--- src/rtl/hazard_forward_unit_if.sv ---
// ID-stage request and pipeline-control signals of the hazard/forwarding unit.
// master drives the ID-stage request; slave is the hazard_forward_unit side.
interface hazard_forward_unit_if #(
    parameter int NUM_RD_PORTS = 3,
    parameter int REG_ADDR_W   = 4,
    parameter int CNT_W        = 16
);
    logic                               id_valid;
    logic                               id_rf_e;
    logic                               id_load;
    logic [REG_ADDR_W-1:0]              id_rd;
    logic [NUM_RD_PORTS*REG_ADDR_W-1:0] id_src_addr;
    logic [NUM_RD_PORTS-1:0]            id_src_use;
    logic                               branch_taken;
    logic [NUM_RD_PORTS*2-1:0]          fwd_sel;
    logic                               pc_le;
    logic                               ifid_le;
    logic                               nop_sel;
    logic                               ifid_flush;
    logic [CNT_W-1:0]                   stall_cnt;
    logic [CNT_W-1:0]                   flush_cnt;

    modport master (
        output id_valid, id_rf_e, id_load, id_rd, id_src_addr, id_src_use, branch_taken,
        input  fwd_sel, pc_le, ifid_le, nop_sel, ifid_flush, stall_cnt, flush_cnt
    );

    modport slave (
        input  id_valid, id_rf_e, id_load, id_rd, id_src_addr, id_src_use, branch_taken,
        output fwd_sel, pc_le, ifid_le, nop_sel, ifid_flush, stall_cnt, flush_cnt
    );
endinterface

--- src/rtl/hazard_forward_unit.sv ---
// Hazard detection and operand forwarding for the 5-stage pipeline.
// Define HAZ_PERF_CNT_EN to build the saturating stall/flush performance counters.
module hazard_forward_unit #(
    parameter int NUM_RD_PORTS = 3,
    parameter int REG_ADDR_W   = 4,
    parameter int CNT_W        = 16
) (
    input  logic                 clk,
    input  logic                 reset,
    hazard_forward_unit_if.slave hif
);
    typedef struct packed {
        logic                  v;
        logic                  rf_e;
        logic                  load;
        logic [REG_ADDR_W-1:0] rd;
    } stage_t;

    localparam logic [REG_ADDR_W-1:0] PC_ADDR = '1;

    stage_t ex_q;
    stage_t mem_q;
    stage_t wb_q;

    logic [NUM_RD_PORTS*2-1:0] fwd_raw;
    logic                      hazard_raw;
    logic                      stall;
    logic                      flush;

    function automatic logic writes(input stage_t s, input logic [REG_ADDR_W-1:0] a);
        return s.v && s.rf_e && (s.rd == a);
    endfunction

    // The PC address is never forwarded, so it can neither select a stage nor raise a load-use stall.
    always_comb begin
        logic [REG_ADDR_W-1:0] src;
        src        = '0;
        fwd_raw    = '0;
        hazard_raw = 1'b0;
        for (int k = 0; k < NUM_RD_PORTS; k++) begin
            src = hif.id_src_addr[k*REG_ADDR_W +: REG_ADDR_W];
            if (hif.id_src_use[k] && (src != PC_ADDR)) begin
                if (writes(ex_q, src)) begin
                    fwd_raw[2*k +: 2] = 2'b01;
                end else if (writes(mem_q, src)) begin
                    fwd_raw[2*k +: 2] = 2'b10;
                end else if (writes(wb_q, src)) begin
                    fwd_raw[2*k +: 2] = 2'b11;
                end
                if (writes(ex_q, src) && ex_q.load) begin
                    hazard_raw = 1'b1;
                end
            end
        end
    end

    assign stall = reset && hazard_raw;
    assign flush = reset && !hazard_raw && hif.branch_taken;

    always_comb begin
        hif.fwd_sel    = '0;
        hif.pc_le      = 1'b1;
        hif.ifid_le    = 1'b1;
        hif.nop_sel    = 1'b0;
        hif.ifid_flush = flush;
        if (reset) begin
            hif.fwd_sel = fwd_raw;
        end
        if (stall) begin
            hif.pc_le   = 1'b0;
            hif.ifid_le = 1'b0;
            hif.nop_sel = 1'b1;
        end
    end

    always_ff @(posedge clk) begin
        if (!reset) begin
            ex_q  <= '0;
            mem_q <= '0;
            wb_q  <= '0;
        end else begin
            wb_q  <= mem_q;
            mem_q <= ex_q;
            if (stall || !hif.id_valid) begin
                ex_q <= '0;
            end else begin
                ex_q <= '{v: 1'b1, rf_e: hif.id_rf_e, load: hif.id_load, rd: hif.id_rd};
            end
        end
    end

`ifdef HAZ_PERF_CNT_EN
    localparam logic [CNT_W-1:0] CNT_ONE = {{(CNT_W-1){1'b0}}, 1'b1};

    logic [CNT_W-1:0] stall_q;
    logic [CNT_W-1:0] flush_q;

    always_ff @(posedge clk) begin
        if (!reset) begin
            stall_q <= '0;
            flush_q <= '0;
        end else begin
            if (stall && (stall_q != '1)) begin
                stall_q <= stall_q + CNT_ONE;
            end
            if (flush && (flush_q != '1)) begin
                flush_q <= flush_q + CNT_ONE;
            end
        end
    end

    assign hif.stall_cnt = reset ? stall_q : '0;
    assign hif.flush_cnt = reset ? flush_q : '0;
`else
    assign hif.stall_cnt = '0;
    assign hif.flush_cnt = '0;
`endif

endmodule

--- src/flat_wrapper.sv ---
// flat-port wrapper written by rule: the top's interface ports become plain ports
module hazard_forward_unit_flat 
#(
    parameter int NUM_RD_PORTS = 3,
    parameter int REG_ADDR_W   = 4,
    parameter int CNT_W        = 16
)
  (clk, reset, hif_id_valid, hif_id_rf_e, hif_id_load, hif_id_rd, hif_id_src_addr, hif_id_src_use, hif_branch_taken, hif_fwd_sel, hif_pc_le, hif_ifid_le, hif_nop_sel, hif_ifid_flush, hif_stall_cnt, hif_flush_cnt);
  hazard_forward_unit_if #(.NUM_RD_PORTS(NUM_RD_PORTS), .REG_ADDR_W(REG_ADDR_W), .CNT_W(CNT_W)) hif_i ();
  input  logic clk;
  input  logic reset;
  input wire logic [$bits(hif_i.id_valid)-1:0] hif_id_valid;
  input wire logic [$bits(hif_i.id_rf_e)-1:0] hif_id_rf_e;
  input wire logic [$bits(hif_i.id_load)-1:0] hif_id_load;
  input wire logic [$bits(hif_i.id_rd)-1:0] hif_id_rd;
  input wire logic [$bits(hif_i.id_src_addr)-1:0] hif_id_src_addr;
  input wire logic [$bits(hif_i.id_src_use)-1:0] hif_id_src_use;
  input wire logic [$bits(hif_i.branch_taken)-1:0] hif_branch_taken;
  output wire logic [$bits(hif_i.fwd_sel)-1:0] hif_fwd_sel;
  output wire logic [$bits(hif_i.pc_le)-1:0] hif_pc_le;
  output wire logic [$bits(hif_i.ifid_le)-1:0] hif_ifid_le;
  output wire logic [$bits(hif_i.nop_sel)-1:0] hif_nop_sel;
  output wire logic [$bits(hif_i.ifid_flush)-1:0] hif_ifid_flush;
  output wire logic [$bits(hif_i.stall_cnt)-1:0] hif_stall_cnt;
  output wire logic [$bits(hif_i.flush_cnt)-1:0] hif_flush_cnt;
  assign hif_i.id_valid = hif_id_valid;
  assign hif_i.id_rf_e = hif_id_rf_e;
  assign hif_i.id_load = hif_id_load;
  assign hif_i.id_rd = hif_id_rd;
  assign hif_i.id_src_addr = hif_id_src_addr;
  assign hif_i.id_src_use = hif_id_src_use;
  assign hif_i.branch_taken = hif_branch_taken;
  assign hif_fwd_sel = hif_i.fwd_sel;
  assign hif_pc_le = hif_i.pc_le;
  assign hif_ifid_le = hif_i.ifid_le;
  assign hif_nop_sel = hif_i.nop_sel;
  assign hif_ifid_flush = hif_i.ifid_flush;
  assign hif_stall_cnt = hif_i.stall_cnt;
  assign hif_flush_cnt = hif_i.flush_cnt;
  hazard_forward_unit #(.NUM_RD_PORTS(NUM_RD_PORTS), .REG_ADDR_W(REG_ADDR_W), .CNT_W(CNT_W)) u_core (.clk(clk), .reset(reset), .hif(hif_i));
endmodule
--- config.mk ---
export PLATFORM = sky130hd
export DESIGN_NAME = hazard_forward_unit_flat
export DESIGN_NICKNAME = d
export VERILOG_FILES = /design/src/rtl/hazard_forward_unit_if.sv /design/src/rtl/hazard_forward_unit.sv /design/src/flat_wrapper.sv
export SDC_FILE = /design/constraint.sdc
export NUM_CORES = 1
export LEC_CHECK = 0
export BUFFER_PORTS_ARGS = -buffer_cell sky130_fd_sc_hd__buf_2
export CORE_UTILIZATION = 30
export CTS_CLUSTER_SIZE = 12
export DETAILED_ROUTE_END_ITERATION = 6
export PLACE_DENSITY = 0.65
export SYNTH_ARGS = -nofsm -noshare
export SYNTH_HDL_FRONTEND = slang
export SYNTH_SLANG_ARGS = --single-unit
--- constraint.sdc ---
create_clock -name clk -period 4.2 [get_ports clk]
set_input_delay 0.84 -clock clk [delete_from_list [all_inputs] [get_ports clk]]
set_output_delay 0.84 -clock clk [all_outputs]
set_load 0.005 [all_outputs]
==> summary.md <==
| Metric | Value |
|---|---|
| Max Cap Viol | 0 |
| EDFF count, synth | 0 |
| Die H | 69.7 um |
| # rows | 24 |
| Ports | 67 |
| Achievable frequency | 319 MHz |
| # DRC | 0 |
| Router iterations before antenna repair | 4 |
| Global route overflow | 0 |
| Total GRT Usage | 11.6% |
| Vias in the first global route | 1,018 |
| Syn Inst Count | 173 |
| First-pass GRT wire length | 4550 um |
| Util after Layout | 34.3% |
| Peak supply drop | 0.200 mV |
| Area Growth Syn to Fin | 9.46% |
| Final ANT Viol Nets | 0 |
| Fin Setup TNS | 0 ns |
| Main synth FF type | dfxtp_1 |
| Critical setup path kind | in -> out |
| Unrepaired setup endpoints after global routing | no |
| Hold_buf cts | 0 |
| CTS tree | yes |
| Post-Syn Area | 0.00138 mm^2 |
| Synth Register Bits | 19 |
| Post-Place Cells | 253 |
| Final Hold Vio Count | 0 |
| Power per Cell Area | 246 mW/mm^2 |
| Via count | 1,128 |
| H-tree depth | 1 |
| Final Non-Filler Cells | 257 |
| Resized Gates After CTS | 0 |
| Hold WC Path Type | reg -> reg |
| Clock latency on the worst-skew pair | 0.24 ns |
| Final min period | 3.14 ns |
| Routed wire length | 2700 um |
| Post-CTS Setup Bufs | 0 |
| Final slew viol count | 0 |
| Global-route met3 utilization | 2.47% |
| Post-DP HPWL | 2210 um |
| Post-synth ARST share | 0% |
| Initial core utilization | 31.4% |
| Crit Path Max Fanout | 10 |
| Clock Skews | 0.00136 ns |
| Total clock sinks | 19 |
| Number of port buffers | 34 |
| Die Width | 69.7 um |
| Worst-path clk slew | 0.06 ns |
| CP Launch Type | primary input |
| Layout Nets | 231 |
| Pin count of the biggest net entering global routing | 20 |
| Final period utilization | 74.7% |
| Syn. warnings | 0 |
| CTS Buf Count | 3 |
| Area of the die | 0.00486 mm^2 |
| Register area share after synthesis | 27.7% |
| GPL Wtd Cong | 0.858 |
| Initial antenna violation count | 0 |
| Mean post-synth cell area | 7.95 um^2 |
| Initial DRC count | 82 |
| Crit path required time | 3.36 ns |
| Status | finished clean |
| Clk root buf | clkbuf_8 |
| Met2 usage | 18.8% |
| # setup viols final | 0 |
| Core area | 0.00438 mm^2 |
| Kind of end point of the critical path | output pin |
| Clock buffer depth | 2 |
| Drt wl/cell | 10.5 um |
| Grt peak-use layer | met2 |
| Global routing usage on met1 | 15.5% |
| Synth unique cells | 26 |
| Layout cell share with drive strength beyond 1 | 18.5% |
| Mean number of vias per cell | 4.39 |
| Crit path DAT | 2.30 ns |
| # diodes | 0 |
| Leak | 0.000699 uW |
[worst paths after layout]
path	to	from	cells past startpoint	slack (ns)
hold / removal	u_core.wb_q[5]	u_core.mem_q[5]	1	0.45
hold reg to reg	u_core.wb_q[5]	u_core.mem_q[5]	1	0.45
setup / recovery	hif_nop_sel	hif_id_src_addr[7]	7	1.06
setup reg to reg	u_core.ex_q[0]	u_core.ex_q[0]	5	2.49
[power by group]
part	switching, uW	leakage (uW)	internal [uW]	total [uW]
sequential	6.43	0.000155	186	192
clock	50.6	0.0000228	67.1	118
combinational	34.1	0.000521	26.8	60.9
[routing by layer]
| layer | vias up | share of wire (%) |
|---|---|---|
| met5 | - | 0 |
| met4 | 0 | 1.4 |
| met3 | 6 | 7.1 |
| met2 | 53 | 45 |
| met1 | 502 | 46 |
| li1 | 567 | - |
[Yosys cell counts (all sizes together), types with 2 or more instances]
library cell | count | share of area [%]
a211oi | 3 | 1.6
nor2b | 3 | 1.4
o22ai | 2 | 0.91
xnor2 | 13 | 8.3
nand2b | 2 | 0.91
inv | 3 | 0.82
nor2 | 16 | 4.4
clkbuf | 3 | 0.82
and2 | 15 | 6.8
nand3 | 3 | 1.1
a221oi | 2 | 1.3
buf | 34 | 19
a31oi | 3 | 1.4
dfxtp | 19 | 28
xor2 | 16 | 10
nand2 | 18 | 4.9
nand4 | 6 | 2.7
nor3 | 5 | 2.2
[cell families (layout without fill, tap and decap cells)]
kind of cell	count (synthesis)	after routing	synth area share [%]
XOR/XNOR	29	29	18.5
buffers and inverters	40	41	20.2
AO/OA/AOI/OAI	13	13	7.28
other	1	32	0.273
AND/OR/NAND/NOR	71	71	26.1
flip-flops	19	19	27.7
[sequential cells by signal (all words and copies together) (netlist names)]
register / count
u_core.wb_q: 6
u_core.mem_q: 6
u_core.ex_q: 7
[layout by cell type (no fill, tap or decap), drive strengths merged, types with 2 or more instances in the layout]
cell / netlist / layout
a211oi: 3 / 3
a221oi: 2 / 2
a31oi: 3 / 3
and2: 15 / 15
buf: 34 / 34
clkbuf: 3 / 4
conb: 1 / 32
dfxtp: 19 / 19
inv: 3 / 3
nand2: 18 / 18
nand2b: 2 / 2
nand3: 3 / 3
nand4: 6 / 6
nor2: 16 / 16
nor2b: 3 / 3
nor3: 5 / 5
o22ai: 2 / 2
xnor2: 13 / 13
xor2: 16 / 16
[metrics by stage]
step	worst slack [ns]	hold slack [ns]	total power (uW)	cell area [um^2]
4_1_cts	1.04	0.457	375	1510
6_report	1.06	0.452	371	1510
3_3_place_gp	1.03	0.433	256	1460
2_1_floorplan	1.40	0.426	254	1490
5_1_grt	0.895	0.479	393	1510
3_5_place_dp	1.05	0.442	257	1460
[critical path, cell delays in order]
cell and delay (ns):
buf_2 0.13, nor2b_1 0.13, a2111o_1 0.38, nor3_2 0.18
o31a_1 0.36, and2_1 0.17, buf_2 0.10
[layout make-up]
class / count / area [um^2]
Timing Repair Buffer: 34 / 170
Fill cell: 485 / 2880
Sequential cell: 19 / 380
Tap cell: 52 / 65.1
Multi-Input combinational cell: 145 / 833
Inverter: 3 / 11.3
Clock buffer: 4 / 45.0
Power figures use the tool's default switching activity.
